--- src/rtl/perceptron_weight_update.sv ---
// Perceptron learning step: thresholds a weighted sum into a prediction and applies
// w_i += e*(x_i>>>SHIFT) one lane per cycle, returning the new weights over valid/ready.
module perceptron_weight_update #(
    parameter int N     = 3,
    parameter int SHIFT = 2
) (
    input  logic              clk,
    input  logic              rst_n,
    input  logic              in_valid,
    output logic              in_ready,
    input  logic [47:0]       sum,
    input  logic              target,
    input  logic [18*N-1:0]   x,
    input  logic [18*N-1:0]   w_in,
    output logic              out_valid,
    input  logic              out_ready,
    output logic [18*N-1:0]   w_out,
    output logic              y,
    output logic              err,
    output logic [15:0]       err_cnt
);

    localparam int LW = (N > 1) ? $clog2(N) : 1;

    typedef enum logic [1:0] {IDLE, CHECK, UPDATE, DONE} state_t;

    state_t            state, state_d;
    logic [47:0]       sum_r;
    logic              target_r;
    logic [18*N-1:0]   x_r;
    logic [18*N-1:0]   w_r;
    logic [18*N-1:0]   w_upd;
    logic [LW-1:0]     lane;
    logic              y_r;
    logic              e_neg;
    logic              accept;
    logic              last_lane;
    logic              y_c;
    logic              err_c;
    logic              in_ready_d;
    logic              out_valid_d;
    logic signed [17:0] x_k;
    logic signed [17:0] w_k;
    logic signed [17:0] xs_k;
    logic signed [18:0] delta;
    logic signed [18:0] acc;
    logic [17:0]       lane_new;

    assign accept    = (state == IDLE) && in_valid && in_ready;
    assign last_lane = (lane == LW'(N - 1));
    assign y_c       = ($signed(sum_r) > 48'sd0);
    assign err_c     = y_c ^ target_r;

    // State register
    always_ff @(posedge clk or negedge rst_n) begin
        if (!rst_n) state <= IDLE;
        else        state <= state_d;
    end

    // Next-state logic
    always_comb begin
        // NOTE: default assignment first so no path through the case leaves state_d unassigned (no latch).
        state_d = state;
        case (state)
            IDLE:    if (accept)    state_d = CHECK;
            CHECK:   state_d = err_c ? UPDATE : DONE;
            UPDATE:  if (last_lane) state_d = DONE;
            DONE:    if (out_ready) state_d = IDLE;
            default: state_d = IDLE;
        endcase
    end

    // Output decode; handshake flags are registered from the next state
    always_comb begin
        in_ready_d  = (state_d == IDLE);
        out_valid_d = (state_d == DONE);
    end

    // One-lane update datapath: 19-bit add, saturated back to 18 bits
    always_comb begin
        x_k   = $signed(x_r[18*int'(lane) +: 18]);
        w_k   = $signed(w_r[18*int'(lane) +: 18]);
        xs_k  = x_k >>> SHIFT;
        delta = e_neg ? -{xs_k[17], xs_k} : {xs_k[17], xs_k};
        acc   = {w_k[17], w_k} + delta;
        if (acc[18] != acc[17]) lane_new = acc[18] ? 18'h20000 : 18'h1FFFF;
        else                    lane_new = acc[17:0];
        w_upd = w_r;
        w_upd[18*int'(lane) +: 18] = lane_new;
    end

    always_ff @(posedge clk or negedge rst_n) begin
        if (!rst_n) begin
            in_ready  <= 1'b0;
            out_valid <= 1'b0;
            sum_r     <= '0;
            target_r  <= 1'b0;
            x_r       <= '0;
            w_r       <= '0;
            lane      <= '0;
            y_r       <= 1'b0;
            e_neg     <= 1'b0;
            w_out     <= '0;
            y         <= 1'b0;
            err       <= 1'b0;
            err_cnt   <= '0;
        end else begin
            // NOTE: non-blocking assignments so every register samples pre-edge values.
            in_ready  <= in_ready_d;
            out_valid <= out_valid_d;
            case (state)
                IDLE: if (accept) begin
                    sum_r    <= sum;
                    target_r <= target;
                    x_r      <= x;
                    w_r      <= w_in;
                end
                CHECK: begin
                    y_r   <= y_c;
                    e_neg <= ~target_r;
                    lane  <= '0;
                    if (!err_c) begin
                        w_out <= w_r;
                        y     <= y_c;
                        err   <= 1'b0;
                    end
                end
                UPDATE: begin
                    w_r  <= w_upd;
                    lane <= lane + 1'b1;
                    if (last_lane) begin
                        w_out <= w_upd;
                        y     <= y_r;
                        err   <= 1'b1;
                        if (err_cnt != 16'hFFFF) err_cnt <= err_cnt + 16'd1;
                    end
                end
                default: ;
            endcase
        end
    end

endmodule

--- config.mk ---
export PLATFORM = sky130hd
export DESIGN_NAME = perceptron_weight_update
export DESIGN_NICKNAME = d
export VERILOG_FILES = /design/src/rtl/perceptron_weight_update.sv
export SDC_FILE = /design/constraint.sdc
export NUM_CORES = 1
export LEC_CHECK = 0
export ABC_CLOCK_PERIOD_IN_PS = 8400
export BUFFER_PORTS_ARGS = -buffer_cell sky130_fd_sc_hd__buf_2
export CORE_ASPECT_RATIO = 0.7
export CORE_MARGIN = 2
export CORE_UTILIZATION = 40
export CTS_CLUSTER_DIAMETER = 30
export DETAILED_ROUTE_END_ITERATION = 8
export GPL_ROUTABILITY_DRIVEN = 0
export PLACE_DENSITY_LB_ADDON = 0.12
export SYNTH_ARGS = -nofsm -noshare
export SYNTH_HDL_FRONTEND = slang
export SYNTH_SLANG_ARGS = --single-unit
--- constraint.sdc ---
create_clock -name clk -period 8.4 [get_ports clk]
set_input_delay 1.26 -clock clk [delete_from_list [all_inputs] [get_ports clk]]
set_output_delay 1.26 -clock clk [all_outputs]
set_load 0.03 [all_outputs]
* Word level (Yosys, flattened, before mapping)
Cells that the tools add are included.
** Operators by class
- Shifts and indexed selects :: 4
- Add/subtract/negate cells :: 5
- Equality and inequality tests :: 10
- $mul :: 1
- Bitwise operators :: 2
- Multiplexer cells :: 21
- Reductions and logical operators :: 10
- Magnitude comparators :: 1
** Operators with widths (number)
- $pmux W54 S2 :: 2
- $mux W54 :: 3
- $shiftx A54 B32 Y18 :: 2
- $bwmux W54 :: 1
- $shift A18 B33 Y54 const A :: 1
- $shiftx A18 B33 Y54 :: 1
- $gt A48 B1 Y1 const B :: 1
- $mux W18 :: 2
- $neg A7 Y33 :: 1
- $add A19 B19 Y19 :: 1
- $mux W19 :: 1
- $neg A19 Y19 :: 1
- $add A16 B1 Y16 const B :: 1
- $ne A16 B16 Y1 const B :: 1
- $eq A2 B2 Y1 const B :: 4
- $pmux W2 S4 :: 1
- $mul A4 B2 Y6 const A :: 1
- $mux W2 :: 3
- $ne A2 B2 Y1 const B :: 3
- $reduce_and A3 Y1 :: 2
- $mux W1 :: 5
- $logic_not A2 Y1 :: 2
- $pmux W1 S2 :: 2
- $pmux W2 S2 :: 1
- 8 further kinds :: 11
** Storage, ports and cells
- Output and inout port bits :: 74
- Input bits :: 161
- Logic and storage cells :: 68
- Bits in registers :: 237

* Longest topological paths before layout
Gate-level depths: netlist of the first run.
- Depth in word-level cells :: 11
- Mapped depth :: 25
- Gate-level depth less buffers :: 21

* Least setup slack after synthesis of the first run
No wires, ideal clock.
- Path type :: flip-flop to flip-flop
- Start :: reg lane[1]
- End :: reg w_out[10]
- Path buffers :: 5
- Arrival :: 5758 ps
- Data required time :: 8265 ps
- Setup time :: 135 ps
- Path slack :: 2507 ps
- Cell stages (with the launch flop) :: 25
- Period minus slack after synthesis :: 5893 ps
- Cell sequence :: dfrtp_1 buf_6 buf_6 buf_1 mux2i_1 o21ai_0 inv_1 ha_1 o211ai_1 or4_4 or2_2 o31ai_1 xnor2_1 ha_1 clkbuf_1 a21oi_1 o21ai_0 a31o_2 or2_2 o211ai_1 clkbuf_1 nand2_1 a21o_1 a221oi_1 o31ai_1
** Between the ends
- Longest elaborated chain between the ends :: 11
- Elaborated cells between the ends (all ways) :: 18
- Those cells by class :: 3 x add/sub; 1 x mul; 3 x eq/ne; 4 x shift; 6 x mux; 1 x reduce/logical
** RTL lines
- start: declaration :: RTL line 33 : logic [LW-1:0] lane;
- start signal: assignment :: RTL line 130 : lane <= lane + 1'b1;
- $mul A4 B2 Y6 :: RTL line 81, 82, 89
- $shiftx A54 B32 Y18 :: RTL line 81 : x_k = $signed(x_r[18*int'(lane) +: 18]);
- $neg A19 Y19 :: RTL line 84 : delta = e_neg ? -{xs_k[17], xs_k} : {xs_k[17], xs_k};
- $mux W19 :: RTL line 84
- $add A19 B19 Y19 :: RTL line 85 : acc = {w_k[17], w_k} + delta;
- $mux W18 or $ne A1 B1 Y1 (tied branches) :: RTL line 86 : if (acc[18] != acc[17]) lane_new = acc[18] ? 18'h20000 : 18'h1FFFF;
- $mux W18 :: RTL line 86
- $shiftx A18 B33 Y54 :: RTL line 89 : w_upd[18*int'(lane) +: 18] = lane_new;
- $bwmux W54 :: RTL line 89
- $mux W54 :: RTL line 131 : if (last_lane) begin
- $pmux W54 S2 :: RTL line 111 : case (state)
- end signal: assignment :: RTL line 123 : w_out <= w_r;
- end signal: assignment :: RTL line 132 : w_out <= w_upd;
- end: declaration :: RTL line 17 : output logic [18*N-1:0] w_out,
Several ways; a longest one is shown, not always the timed one. The select of a mux whose other input is x is not followed.
A chain may end at the register's enable or synchronous reset.

* Worst setup path in the final report of the first run
- Start :: reg lane[1]
- End :: reg w_out[31]
Same word-level chain as after synthesis.

==> results of run 1 <==
## routing by layer
layer / global-route usage, % / up-vias
li1: - / 6016
met1: 38.62 / 6133
met2: 36.26 / 588
met3: 9.763 / 94
met4: 8.661 / 10
met5: 0 / -
## worst max-delay path by stage
stage,from,endpoint,cells after the start,slack [ps]
2_1_floorplan,lane[1],w_out[10],24,2510
3_3_place_gp,lane[1],w_out[31],22,2010
3_5_place_dp,lane[1],w_out[47],22,1970
4_1_cts,lane[1],w_out[31],19,1940
5_1_grt,lane[1],w_r[7],22,1420
6_report,lane[1],w_out[31],22,1720
## state kept, by name, indices dropped and copies added (netlist names)
signal	count
sum_r	48
err_cnt	16
y_r	1
w_out	54
in_ready	1
e_neg	1
err	1
target_r	1
w_r	54
out_valid	1
x_r	48
lane	2
state	2
y	1
## synth_stat cells (5+ instances only)
library cell	instances	area, um2
nor2_1	121	454.2
o31ai_1	18	135.1
o21a_1	6	45.04
a211oi_1	13	97.59
a22oi_1	18	135.1
nand2b_1	6	37.54
xnor2_1	33	289.0
o21ai_1	15	75.07
a21o_1	14	105.1
a2bb2oi_1	7	61.31
a221o_1	10	100.1
inv_1	22	82.58
a221oi_1	36	315.3
dfrtp_1	231	5781
nor4_1	15	93.84
a21oi_1	76	380.4
a31oi_1	11	68.82
o2bb2ai_1	15	131.4
mux2_2	5	56.30
nand3_1	20	100.1
xor2_1	14	122.6
and3_1	16	100.1
buf_1	11	41.29
clkbuf_1	86	322.8
o2111ai_1	5	43.79
nor3_1	29	145.1
mux2i_1	39	390.4
nand2_1	451	1693
o21ai_0	86	430.4
o211ai_1	8	60.06
a22o_1	5	43.79
ha_1	30	375.4
o22ai_1	9	56.30
nand4_1	11	68.82
## cell type report
cell class | count | area (um2)
Timing Repair Buffer | 250 | 1329
Inverter | 25 | 93.84
Clock buffer | 59 | 1311
Antenna cell | 6 | 15.01
Sequential cell | 231 | 5783
Fill cell | 3163 | 16070
Multi-Input combinational cell | 1225 | 7106
Clock inverter | 26 | 380.4
Tap cell | 427 | 534.3
## worst max-delay path, delay by kind of cell, from the launching register on
family / cells / cell delay (ps)
AO/OA/AOI/OAI: 7 / 2260
XOR/XNOR: 2 / 660
flip-flops: 1 / 770
AND/OR/NAND/NOR: 9 / 1700
buffers and inverters: 2 / 360
adder cells (fa/ha/maj): 1 / 410
multiplexers: 1 / 420
## stage by stage
step | instance area, um2 | utilization (%)
after global placement | 14850 | 45.51
after CTS | 16540 | 50.70
final | 16550 | 50.74
after global routing | 16540 | 50.71
after floorplan | 13350 | -
after detailed placement | 14850 | 45.51
## logic make-up after synthesis
logic type                 Yosys count  synth area share [%]
muxes                               48                 4.021
AOI/OAI and AO/OA                  397                 20.43
and+or+nand+nor                    693                 21.47
DFF                                231                 43.30
buffers and inverters              129                 3.852
adders and majority gates           38                 3.515
xor gates and xnor gates            49                 3.412
==> flow_summary.toml, run 1 <==
[clock_network]
h-tree-depth = 2
cts_setup_buffers = 0
tritoncts = "yes"
clkSinkCount = 231
clockBufferDepth = 3
cts_buffers = 47
cts_hold_buffers = 0
ctsRootBufferMaster = "clkbuf_16"
post_cts_resize_count = 0
worstSkewPairLatency_ps = 570
clk_pin_slew_ps = 50

[setup_path]
path_cells = "mux2_2 -> a22oi_1 -> inv_1 -> nor3_1 -> nand2_1 -> or3_1 -> nor3_1 -> nand2_1 -> nand2_1 -> xnor2_1 -> ha_1 -> a21o_1 -> a31oi_1 -> nand2_1 -> o21ai_0 -> o21ai_2 -> xor2_2 -> nor2_1 -> buf_4 -> o21ai_1 -> a221oi_1 -> nor3_1"
cp.arrival_ps = 7160
rr_endpoint = "w_out[31]"
ff2ff_path_depth = 22
critPathCaptureType = "flip-flop"
crit_path_frequent_cell = "nand2_1"
r2r_setup_slack_ps = 1720
regToRegStartpoint = "lane[1]"
worst_path_max_delay_cell = "dfrtp_2"
critical_path.max_fanout = 21
start_kind = "flip-flop"
critPathKind = "flip-flop to flip-flop"
max_stage_delay_ps = 770
crit_required_ps = 8880

[synth]
netlist_area_um2 = 13350
synth.distinct_cells = 80
synth_cells = 1585
syn_area_per_cell_um2 = 8.423
ys_seq_area_share_pct = 43.30
ys_warn_count = 0
synth_seq_cells = 231
synth_edf_count = 0
async_reset_ff_share_pct = 100.0
synth_fp_nets = 1777
synthFlopType = "dfrtp_1"

[min_path]
min_path_cells = 2
hold_start = "x_r[8]"
hold_class = "flip-flop to flip-flop"
min_to = "x_r[8]"

[die]
die_x_um = 222.4
io_pins = 235
core_um2 = 32620
die_y_um = 156.9
fp.dieArea_um2 = 34880
initial_core_util_pct = 40.93
rows = 55

[route]
wl_met3_um = 5332
drtPass1Iterations = 6
vias = 12841
drtAntennaViolNets = 0
via_per_inst = 5.710
drt_iter0_markers = 1440
remaining_drc_errors = 0
avgRoutedWirePerCell_um = 20.94
wl_met2_um = 18680
routed_wirelength_um = 47080
wl_met1_um = 21580
highest_layer = "met5"

[timing]
skew_ps = 29.44
post-route-min-period_ps = 6681
rsz0062_at_grt = "false"
layout_setup_ws_ps = 1719
max_slew.worst_pin.slew_ps = 1244
finalHoldViolCount = 0
finalSetupViolations = 0
fin_crit_sh_pct = 79.53
slew_headroom_pct = 16.61
report.final.slew_viol_count = 0
fin_setup_tns_ps = 0
whs_ps = 469.3
fmax_mhz = 149.7

[global_routing]
grt_pass1_wl_um = 71510
grt_usage_pct = 26.63
grt_overflow = 0
grt_pass1_vias = 12201
grt_antenna_before_repair = 11
grt_max_degree = 140

[finish]
layout_commonest_cell = "nand2_1"
layout_common_cells = "nand2_1, dfrtp_1, buf_2, nor2_1, o21ai_0"
fin_nets = 1972
instances_no_fill = 2249
final_layout_size_suffix_gt1_share_pct = 20.70
area_delta_synth_final_pct = 23.98

[placement]
dpl.cell_count = 2158
io_buffers = 228
place_ws_ps = 1966
hpwl_um = 33380

[job]
cap_violations = 0

[outcome]
status = "finished clean"
Power of run 1 is left out: the tool's default activity adds up to more than one toggle a clock period on the data nets, which glitch-free logic cannot reach.
==> inputs of run 2 (changes only) <==
--- a/config.mk
+++ b/config.mk
@@ -5,7 +5,7 @@
 export SDC_FILE = /design/constraint.sdc
 export NUM_CORES = 1
 export LEC_CHECK = 0
-export ABC_CLOCK_PERIOD_IN_PS = 8400
+export ABC_CLOCK_PERIOD_IN_PS = 5990
 export BUFFER_PORTS_ARGS = -buffer_cell sky130_fd_sc_hd__buf_2
 export CORE_ASPECT_RATIO = 0.7
 export CORE_MARGIN = 2
==> constraint.sdc (replaced) <==
create_clock -name clk -period 5.99 [get_ports clk]
set_input_delay 0.8985 -clock clk [delete_from_list [all_inputs] [get_ports clk]]
set_output_delay 0.8985 -clock clk [all_outputs]
set_load 0.03 [all_outputs]
==> flow_summary.toml, run 2 (synthesis results as in run 1) <==
[outcome]
status = "finished clean"

[clock_network]
worstSkewPairLatency_ps = 560
clkSinkCount = 231
post_cts_resize_count = 0
cts_buffers = 46
ctsRootBufferMaster = "clkbuf_16"
tritoncts = "yes"
clk_pin_slew_ps = 50
h-tree-depth = 2
cts_hold_buffers = 0
clockBufferDepth = 3
cts_setup_buffers = 0

[finish]
top_regs = "w_out x54, w_r x54"
area_delta_synth_final_pct = 24.39
final_layout_size_suffix_gt1_share_pct = 21.56
layout_commonest_cell = "nand2_1"
fillers = 3219
layout_common_cells = "nand2_1, dfrtp_1, buf_2, nor2_1, o21ai_0"
fin_nets = 1993

[setup_path]
crit_required_ps = 6390
start_kind = "flip-flop"
critPathKind = "flip-flop to flip-flop"
critical_path.max_fanout = 37
cp.arrival_ps = 6030
critPathCaptureType = "flip-flop"

[timing]
fmax_mhz = 177.4
fin_setup_tns_ps = 0
skew_ps = 35.00
rsz0062_at_grt = "false"
fin_crit_sh_pct = 94.08
max_slew.worst_pin.slew_ps = 1373
post-route-min-period_ps = 5635
finalSetupViolations = 0
slew_headroom_pct = 8.126
finalHoldViolCount = 0
report.final.slew_viol_count = 0

[route]
drtAntennaViolNets = 0
drt_iter0_markers = 1472
drtPass1Iterations = 6
via_per_inst = 5.722
routed_wirelength_um = 47390
remaining_drc_errors = 0
vias = 12984
avgRoutedWirePerCell_um = 20.89

[die]
die_x_um = 222.4
die_y_um = 156.9
initial_core_util_pct = 40.93
fp.dieArea_um2 = 34880
io_pins = 235
rows = 55
core_um2 = 32620

[global_routing]
grt_pass1_vias = 12354
grt_pass1_wl_um = 72710
grt_max_degree = 110
grt_overflow = 0
grt_usage_pct = 26.91
grt_antenna_before_repair = 11

[placement]
io_buffers = 228
hpwl_um = 34210

[job]
cap_violations = 0

[min_path]
hold_class = "input port to asynchronous set/reset pin"
## run 2: cell count changes in the layout (fill, tap and decap cells not counted), sizes merged
cell | before | now
diode | 6 | 5
inv | 25 | 26
clkbuf | 59 | 54
clkinv | 14 | 18
bufinv | 7 | 6
buf | 250 | 272
## run 2: final cells by class
| class | instances | area (um2) | area share, % |
|---|---|---|---|
| clock inverters | 30 | 360.3 | 2.170 |
| well taps | 427 | 534.3 | 3.217 |
| diodes | 5 | 12.51 | 0.07535 |
| clock buffers | 54 | 1211 | 7.294 |
| repair buffers | 272 | 1498 | 9.019 |
| flip-flops and latches | 231 | 5783 | 34.83 |
| inverters | 25 | 93.84 | 0.5651 |
| multi-input cells | 1225 | 7113 | 42.83 |
## run 2: path summary, 6_finish.rpt
| path | depth (start not counted) | slack, ps | end | from |
|---|---|---|---|---|
| max in group asynchronous | 2 | 4460 | sum_r[32] | rst_n |
| worst min register to register | 2 | 470 | x_r[38] | x_r[38] |
| worst max-delay path | 19 | 350 | w_out[53] | lane[0] |
| worst min-delay path | 1 | 310 | err_cnt[7] | rst_n |
| worst max register to register | 19 | 350 | w_out[53] | lane[0] |
| min in group clk | 2 | 470 | x_r[38] | x_r[38] |
## run 2: critical path, cell delays in order (launching register included)
cell and delay, ps:
dfrtp_2 350, buf_6 280, clkinv_1 140, a22oi_1 230, ha_1 240, o211ai_1 90, or4_4 470, or2_2 340
o31ai_1 280, xnor2_1 110, ha_1 390, a21oi_1 250, o21ai_0 170, a31o_2 270, or2_2 280, o211a_1 360
maj3_1 450, a22o_1 200, a221oi_1 420, o21ai_0 160
## run 2: through the flow
stage	worst slack [ps]	hold slack, ps	area, um2	cells	utilization (%)
detailed placement	318.8	461.1	15000	2180	45.99
global route	30.73	342.3	16600	2265	50.88
global placement	371.0	455.7	15000	2180	45.99
CTS	283.8	321.0	16570	2264	50.81
finish	354.5	307.8	16610	2269	50.91
floorplan	97.49	440.1	13350	1585	-
## run 2: per-layer routing
metal	GRT usage (%)	up-vias	part of all wire (%)
met5	0	-	0.14
met4	7.191	10	2.0
met3	8.994	93	11
met2	37.27	602	40
met1	39.68	6216	46
li1	-	6063	-
Power of run 2 is left out for the same reason.
